--- config.mk ---
export PLATFORM = sky130hd
export DESIGN_NAME = mod10_counter
export DESIGN_NICKNAME = d
export VERILOG_FILES = /design/src/rtl/mod10_pkg.sv /design/src/rtl/mod10_counter.sv
export SDC_FILE = /design/constraint.sdc
export NUM_CORES = 1
export LEC_CHECK = 0
export CORE_AREA = 4 4 41 43
export DETAILED_ROUTE_END_ITERATION = 12
export DIE_AREA = 0 0 45 47
export PLACE_DENSITY_LB_ADDON = 0.2
export SKIP_CTS_REPAIR_TIMING = 1
export SLEW_MARGIN = 20
export SYNTH_ARGS = -nofsm -noshare
export SYNTH_HDL_FRONTEND = slang
export SYNTH_SLANG_ARGS = --single-unit
--- constraint.sdc ---
create_clock -name clock -period 1.3 [get_ports clock]
set_input_delay 0.26 -clock clock [delete_from_list [all_inputs] [get_ports clock]]
set_output_delay 0.26 -clock clock [all_outputs]
set_load 0.01 [all_outputs]
--- src/rtl/mod10_pkg.sv ---
// rtl/mod10_pkg.sv - shared constants, digit type and wrap helper for the decade counter
package mod10_pkg;

    localparam int MOD10_WIDTH   = 4;
    localparam int MOD10_MODULUS = 10;

    typedef logic [MOD10_WIDTH-1:0] bcd_digit_t;

    // Next value of a default-size digit stepping one place, wrapping at both ends.
    // Any out-of-range value is treated as the top digit, so an up-step lands on 0.
    function automatic bcd_digit_t bcd_next(input bcd_digit_t value, input logic down);
        bcd_digit_t last;
        last = bcd_digit_t'(MOD10_MODULUS - 1);
        if (down) begin
            if (value == '0)
                bcd_next = last;
            else if (value > last)
                bcd_next = last - 1'b1;
            else
                bcd_next = value - 1'b1;
        end else begin
            if (value >= last)
                bcd_next = '0;
            else
                bcd_next = value + 1'b1;
        end
    endfunction

endpackage

--- src/rtl/mod10_counter.sv ---
// rtl/mod10_counter.sv - synchronous BCD decade counter with load, clear, enable and carry (optional MOD10_UPDOWN_EN adds down-count)
module mod10_counter
    import mod10_pkg::*;
#(
    parameter int WIDTH   = MOD10_WIDTH,
    parameter int MODULUS = MOD10_MODULUS
) (
    input  logic             clock,
    input  logic             reset,
`ifdef MOD10_UPDOWN_EN
    input  logic             down,
`endif
    input  logic [WIDTH-1:0] data,
    input  logic             loadn,
    input  logic             clrn,
    input  logic             enable,
    output logic [WIDTH-1:0] ones,
    output logic             tc
);

    localparam logic [WIDTH-1:0] LAST    = WIDTH'(MODULUS - 1);
    localparam logic [WIDTH:0]   MOD_EXT = (WIDTH + 1)'(MODULUS);

    logic             dir_down;
    logic             at_last;
    logic             at_zero;
    logic             data_ok;
    logic [WIDTH-1:0] step_value;

`ifdef MOD10_UPDOWN_EN
    assign dir_down = down;
`else
    assign dir_down = 1'b0;
`endif

    // Illegal states count as the top digit, so they fall into the wrap path.
    assign at_last = (ones >= LAST);
    assign at_zero = (ones == '0);
    assign data_ok = ({1'b0, data} < MOD_EXT);

    // Next value when counting: wrap at the top going up, at zero going down.
    always_comb begin
        step_value = '0;
        if (dir_down) begin
            if (at_zero)
                step_value = LAST;
            else if (ones > LAST)
                step_value = LAST - 1'b1;
            else
                step_value = ones - 1'b1;
        end else begin
            if (at_last)
                step_value = '0;
            else
                step_value = ones + 1'b1;
        end
    end

    // Carry/borrow only when a plain count will actually wrap this edge.
    always_comb begin
        tc = enable & clrn & loadn & ~reset & (dir_down ? at_zero : (ones == LAST));
    end

    // Count register: reset, clear, load, count, hold in priority order.
    always_ff @(posedge clock) begin
        if (reset)
            ones <= '0;
        else if (!clrn)
            ones <= '0;
        else if (!loadn)
            ones <= data_ok ? data : '0;
        else if (enable)
            ones <= step_value;
    end

endmodule

==> metrics.csv, run 1 <==
metric,value,unit
status,finished with violations,
violations,setup timing,
rsz0062_at_grt,true,
drtAntennaViolNets,0,
reg_top3,ones: 4 flops,
area_growth,108.6,%
cts.sink_count,4,
regMostFlops,ones,
final_nets,80,
p_switching,0.1039,mW
p_seq_share,32.3,%
clkLatencyLatePin,240,ps
worst-endpoint-required,1040,ps
synth_top_area_share,26.34,%
layoutNonFillerInstCount,81,
worstPathMaxFanout,2,
cts.clk_slew.worst_paths,40,ps
synth_xor_area_share,0,%
routed_wl,960,um
dp.final_hpwl,732.3,um
antenna_found_initial,0,
synth_cells,38,
syn_area_per_cell,8.001,um^2
cp-end-kind,primary output,
cts_tree,done,
synth.area.mux_share,0,%
wl_per_cell,11.85,um
gp_congestion,0.7757,
clock_path_buffers,2,
rrSetupSlack,-10,ps
die-width,45,um
synthTopCellsByArea,"dfxtp_1 26%, ha_1 12%, o2111ai_1 8.6%, inv_1 7.4%, a21oi_1 4.9%",
cts-root-buf,clkbuf_4,
viasPerCell,4.728,
drt_iter0_drc,4,
crit_slowest_cell,clkdlybuf4s50_1,
synth_fa_ha_area_share,12.35,%
core,1301,um^2
drive_gt1_share,40.91,%
grt_max_degree,11,
drcViolationCount,0,
fmax,692.4,MHz
hold_class,reg2reg,
rows,13,
fin_crit,1444,ps
syn_nets,50,
yosysUniqueCellTypes,20,
syn-cell-area,304.0,um^2
numCtsBuffers,3,
h-tree-depth,1,
largest_reg_flops,4,
reg2reg_from,ones[0]$_SDFFE_PP0P_,
fin_hold_ws,653.7,ps
tightest_slew,213.9,ps
ioPinCount,14,
grt_pass1_vias,348,
grt_usage,9.787,%
drv_slew,0,
p_clk_share,38.1,%
ir_drop,0.3169,mV
slew_headroom,85.65,%
holdCritStartpoint,ones[2]$_SDFFE_PP0P_,
dieArea,2115,um^2
dp_cells,77,
dp_slack,-568.7,ps
start_kind,primary input,
nFillCells,133,
vias,383,
synth_simple_gate_area_share,19.34,%
worstPathArrival,1180,ps
skew,4.219,ps
synth_compound_area_share,32.92,%
finalHoldViolCount,0,
holdPathEnd,ones[2]$_SDFFE_PP0P_,
comb_power_share,29.6,%
first_pass_iters,4,
start_util,23.37,%
power_leakage,0.3185,nW
p_total,0.4065,mW
rr_endpoint,ones[3]$_SDFFE_PP0P_,
fin_ws,-144.2,ps
slowest_delay,390,ps
io_buffers,13,
synth_top_family_by_area,compound AO/OA/AOI/OAI gates,
p_per_area,640.8,nW/um^2
setup-violations-final,2,
path_cells,clkdlybuf4s50_1 -> nand2b_1 -> nor4_2 -> buf_2,
p_int,0.3026,mW
rr_worst_depth,6,
grt_pass1_wl,1414,um
drv_cap,0,
synth.largest_area_cell,dfxtp_1,
period_share,111.1,%
yosysWarnings,0,
diodes,0,
p_sw_share,25.56,%
cp-startpoint,reset,
min_path_cells,3,
seq_area_frac_synth,26.34,%
layout.cells.most_common_list,"10 x buf_4, 8 x clkdlybuf4s50_1, 4 x inv_1, 4 x dlymetal6s2s_1",
mostFrequentLayoutCell,buf_4,
critPathKind,in2out,
synth_seq_cells,4,
grt-ovfl-total,0,
die_y,47,um
[layout make-up]
class / count / area [um^2] / area share, %
Clock buffer: 3 / 22.52 / 3.550
Inverter: 6 / 22.52 / 3.550
Sequential cell: 4 / 82.58 / 13.02
Tap cell: 15 / 18.77 / 2.959
Timing Repair Buffer: 26 / 244.0 / 38.46
Multi-Input combinational cell: 27 / 244.0 / 38.46
[kinds of logic after synthesis]
group / Yosys count
fa+ha+maj: 3
buf+inv: 7
flops: 4
simple gates: 10
compound gates: 14
[worst max-delay path by stage]
stage	end	slack, ps	cells past startpoint
floorplan	ones[3]$_SDFFE_PP0P_	30	5
global route	tc	-200	4
finish	tc	-140	4
global placement	tc	-570	4
detailed placement	tc	-570	4
CTS	tc	-570	4
[per-layer routing]
layer  global-route usage (%)  share of wire [%]  routed length [um]  vias up
met1                    11.11                 43                 417      167
met2                    14.97                 49                 466       16
met3                    3.831                7.9                  76        0
met5                        0                  0                   0        -
met4                    7.018                  0                   0        0
li1                         -                  -                   -      200
[stage by stage]
stage,setup TNS (ps),instance area (um^2),utilization [%]
global route,-339.4,634.4,48.75
floorplan,0,310.3,-
global placement,-986.3,544.3,41.83
CTS,-1520,566.8,43.56
detailed placement,-957.3,544.3,41.83
finish,-149.7,634.4,48.75
[worst max-delay path: cells and delay by family]
| family | cells | cell delay [ps] |
|---|---|---|
| AND/OR/NAND/NOR | 2 | 380 |
| buffers and inverters | 2 | 550 |
[power by group through the flow]
stage	Sequential, mW	Clock [mW]	Combinational [mW]
after floorplan	0.137	0	0.0346
after global placement	0.132	0	0.107
after detailed placement	0.132	0	0.105
after CTS	0.130	0.167	0.105
after global routing	0.132	0.180	0.132
final	0.131	0.155	0.120
[cell usage after synthesis]
cell type	instances
a211oi_1	1
a21oi_1	3
a311oi_1	1
a31oi_1	1
a32oi_1	1
a41o_1	1
buf_2	1
dfxtp_1	4
ha_1	3
inv_1	6
nand2_1	1
nand2b_1	1
nand3_1	2
nor2_1	2
nor2b_1	2
nor3b_2	1
nor4_1	1
o2111ai_1	3
o21ai_0	2
o31ai_1	1
No activity file was read; power rests on OpenSTA's default activity.
==> run 2: changes to the inputs <==
- RECOVER_POWER: default -> 50
- SETUP_SLACK_MARGIN: default -> 0.1
==> metrics.csv, run 2 (synthesis gave the netlist of run 1 again) <==
metric,value,unit
fin_crit,1449,ps
vias,384,
drt_iter0_drc,5,
drtAntennaViolNets,0,
final_nets,80,
mostFrequentLayoutCell,buf_4,
grt_usage,9.795,%
p_seq_share,32.5,%
worstPathMaxFanout,2,
die_y,47,um
skew,0.2584,ps
grt_pass1_vias,326,
ir_drop,0.4039,mV
grt_max_degree,11,
area_growth,107.4,%
core,1301,um^2
comb_power_share,30.5,%
setup-violations-final,2,
layoutNonFillerInstCount,81,
dieArea,2115,um^2
drv_slew,0,
cts_tree,done,
layout.cells.most_common_list,"9 x buf_4, 8 x clkdlybuf4s50_1, 4 x inv_1, 4 x buf_6",
largest_reg_flops,4,
rows,13,
diodes,0,
final_util,48.46,%
cts.sink_count,4,
worst-endpoint-required,1040,ps
p_total,0.4057,mW
slew_headroom,83.99,%
routed_wl,982,um
dp_cells,77,
io_buffers,13,
start_util,23.37,%
status,finished with violations,
fin_ws,-149.1,ps
clkLatencyLatePin,230,ps
setup_tns,-174.1,ps
grt-ovfl-total,0,
antenna_found_initial,0,
drv_cap,0,
first_pass_iters,4,
p_clk_share,37.1,%
drive_gt1_share,43.94,%
regMostFlops,ones,
rsz0062_at_grt,true,
fmax,690.1,MHz
viasPerCell,4.741,
die-width,45,um
period_share,111.5,%
drcViolationCount,0,
clock_path_buffers,2,
ioPinCount,14,
cts-root-buf,clkbuf_4,
gp_congestion,0.7404,
hold_class,reg2reg,
p_switching,0.1029,mW
p_int,0.3028,mW
finalHoldViolCount,0,
worstPathArrival,1190,ps
power_leakage,0.2849,nW
start_kind,primary input,
p_sw_share,25.37,%
violations,setup timing,
cts.clk_slew.worst_paths,30,ps
grt_pass1_wl,1462,um
critPathKind,in2out,
numCtsBuffers,3,
p_per_area,643.4,nW/um^2
h-tree-depth,1,
reg_top3,ones: 4 flops,
dp.final_hpwl,734.4,um
wl_per_cell,12.12,um
tightest_slew,238.7,ps
cp-end-kind,primary output,
run 2: worst paths after layout:
kind / depth (start not counted) / slack [ps] / from / end
min: 3 / 660 / ones[2]$_SDFFE_PP0P_ / ones[2]$_SDFFE_PP0P_
min reg2reg: 3 / 660 / ones[2]$_SDFFE_PP0P_ / ones[2]$_SDFFE_PP0P_
max: 4 / -150 / reset / tc
max reg2reg: 6 / -20 / ones[0]$_SDFFE_PP0P_ / ones[3]$_SDFFE_PP0P_
run 2: per-layer routing:
metal	global-route usage, %	wire [um]
met1	13.41	431
met2	14.12	463
met3	4.598	87
met4	1.754	0
met5	0	0
run 2: cell type report:
| type | count | area [um^2] |
|---|---|---|
| fillers | 148 | 670.6 |
| multi-input cells | 27 | 250.2 |
| inverters | 6 | 25.02 |
| repair buffers | 26 | 231.5 |
| well taps | 15 | 18.77 |
| flip-flops and latches | 4 | 82.58 |
| clock buffers | 3 | 22.52 |
run 2: worst max-delay path: stages:
cell and delay (ps):
clkdlybuf4s50_1 390, nand2b_1 170, nor4_2 200, buf_2 170
run 2: stage by stage:
| step | setup slack, ps | hold WS [ps] | area [um^2] |
|---|---|---|---|
| after detailed placement | -581.9 | 644.6 | 546.8 |
| after global routing | -209.8 | 686.6 | 630.6 |
| after global placement | -563.5 | 655.0 | 546.8 |
| final | -149.1 | 657.8 | 630.6 |
| after CTS | -594.6 | 652.5 | 569.3 |
| after floorplan | 100.8 | 425.3 | 312.8 |
run 2: power by group through the flow:
stage,clock [mW],sequential [mW],combinational (mW)
after floorplan,0,0.137,0.0346
after global placement,0,0.133,0.106
after detailed placement,0,0.132,0.105
after CTS,0.162,0.131,0.106
after global routing,0.178,0.132,0.136
final,0.150,0.132,0.124
==> run 3: changes to the inputs <==
- ABC_AREA: default -> 0
==> results of run 3 <==
Final layout, timing and power as in run 2 (identical DEF).
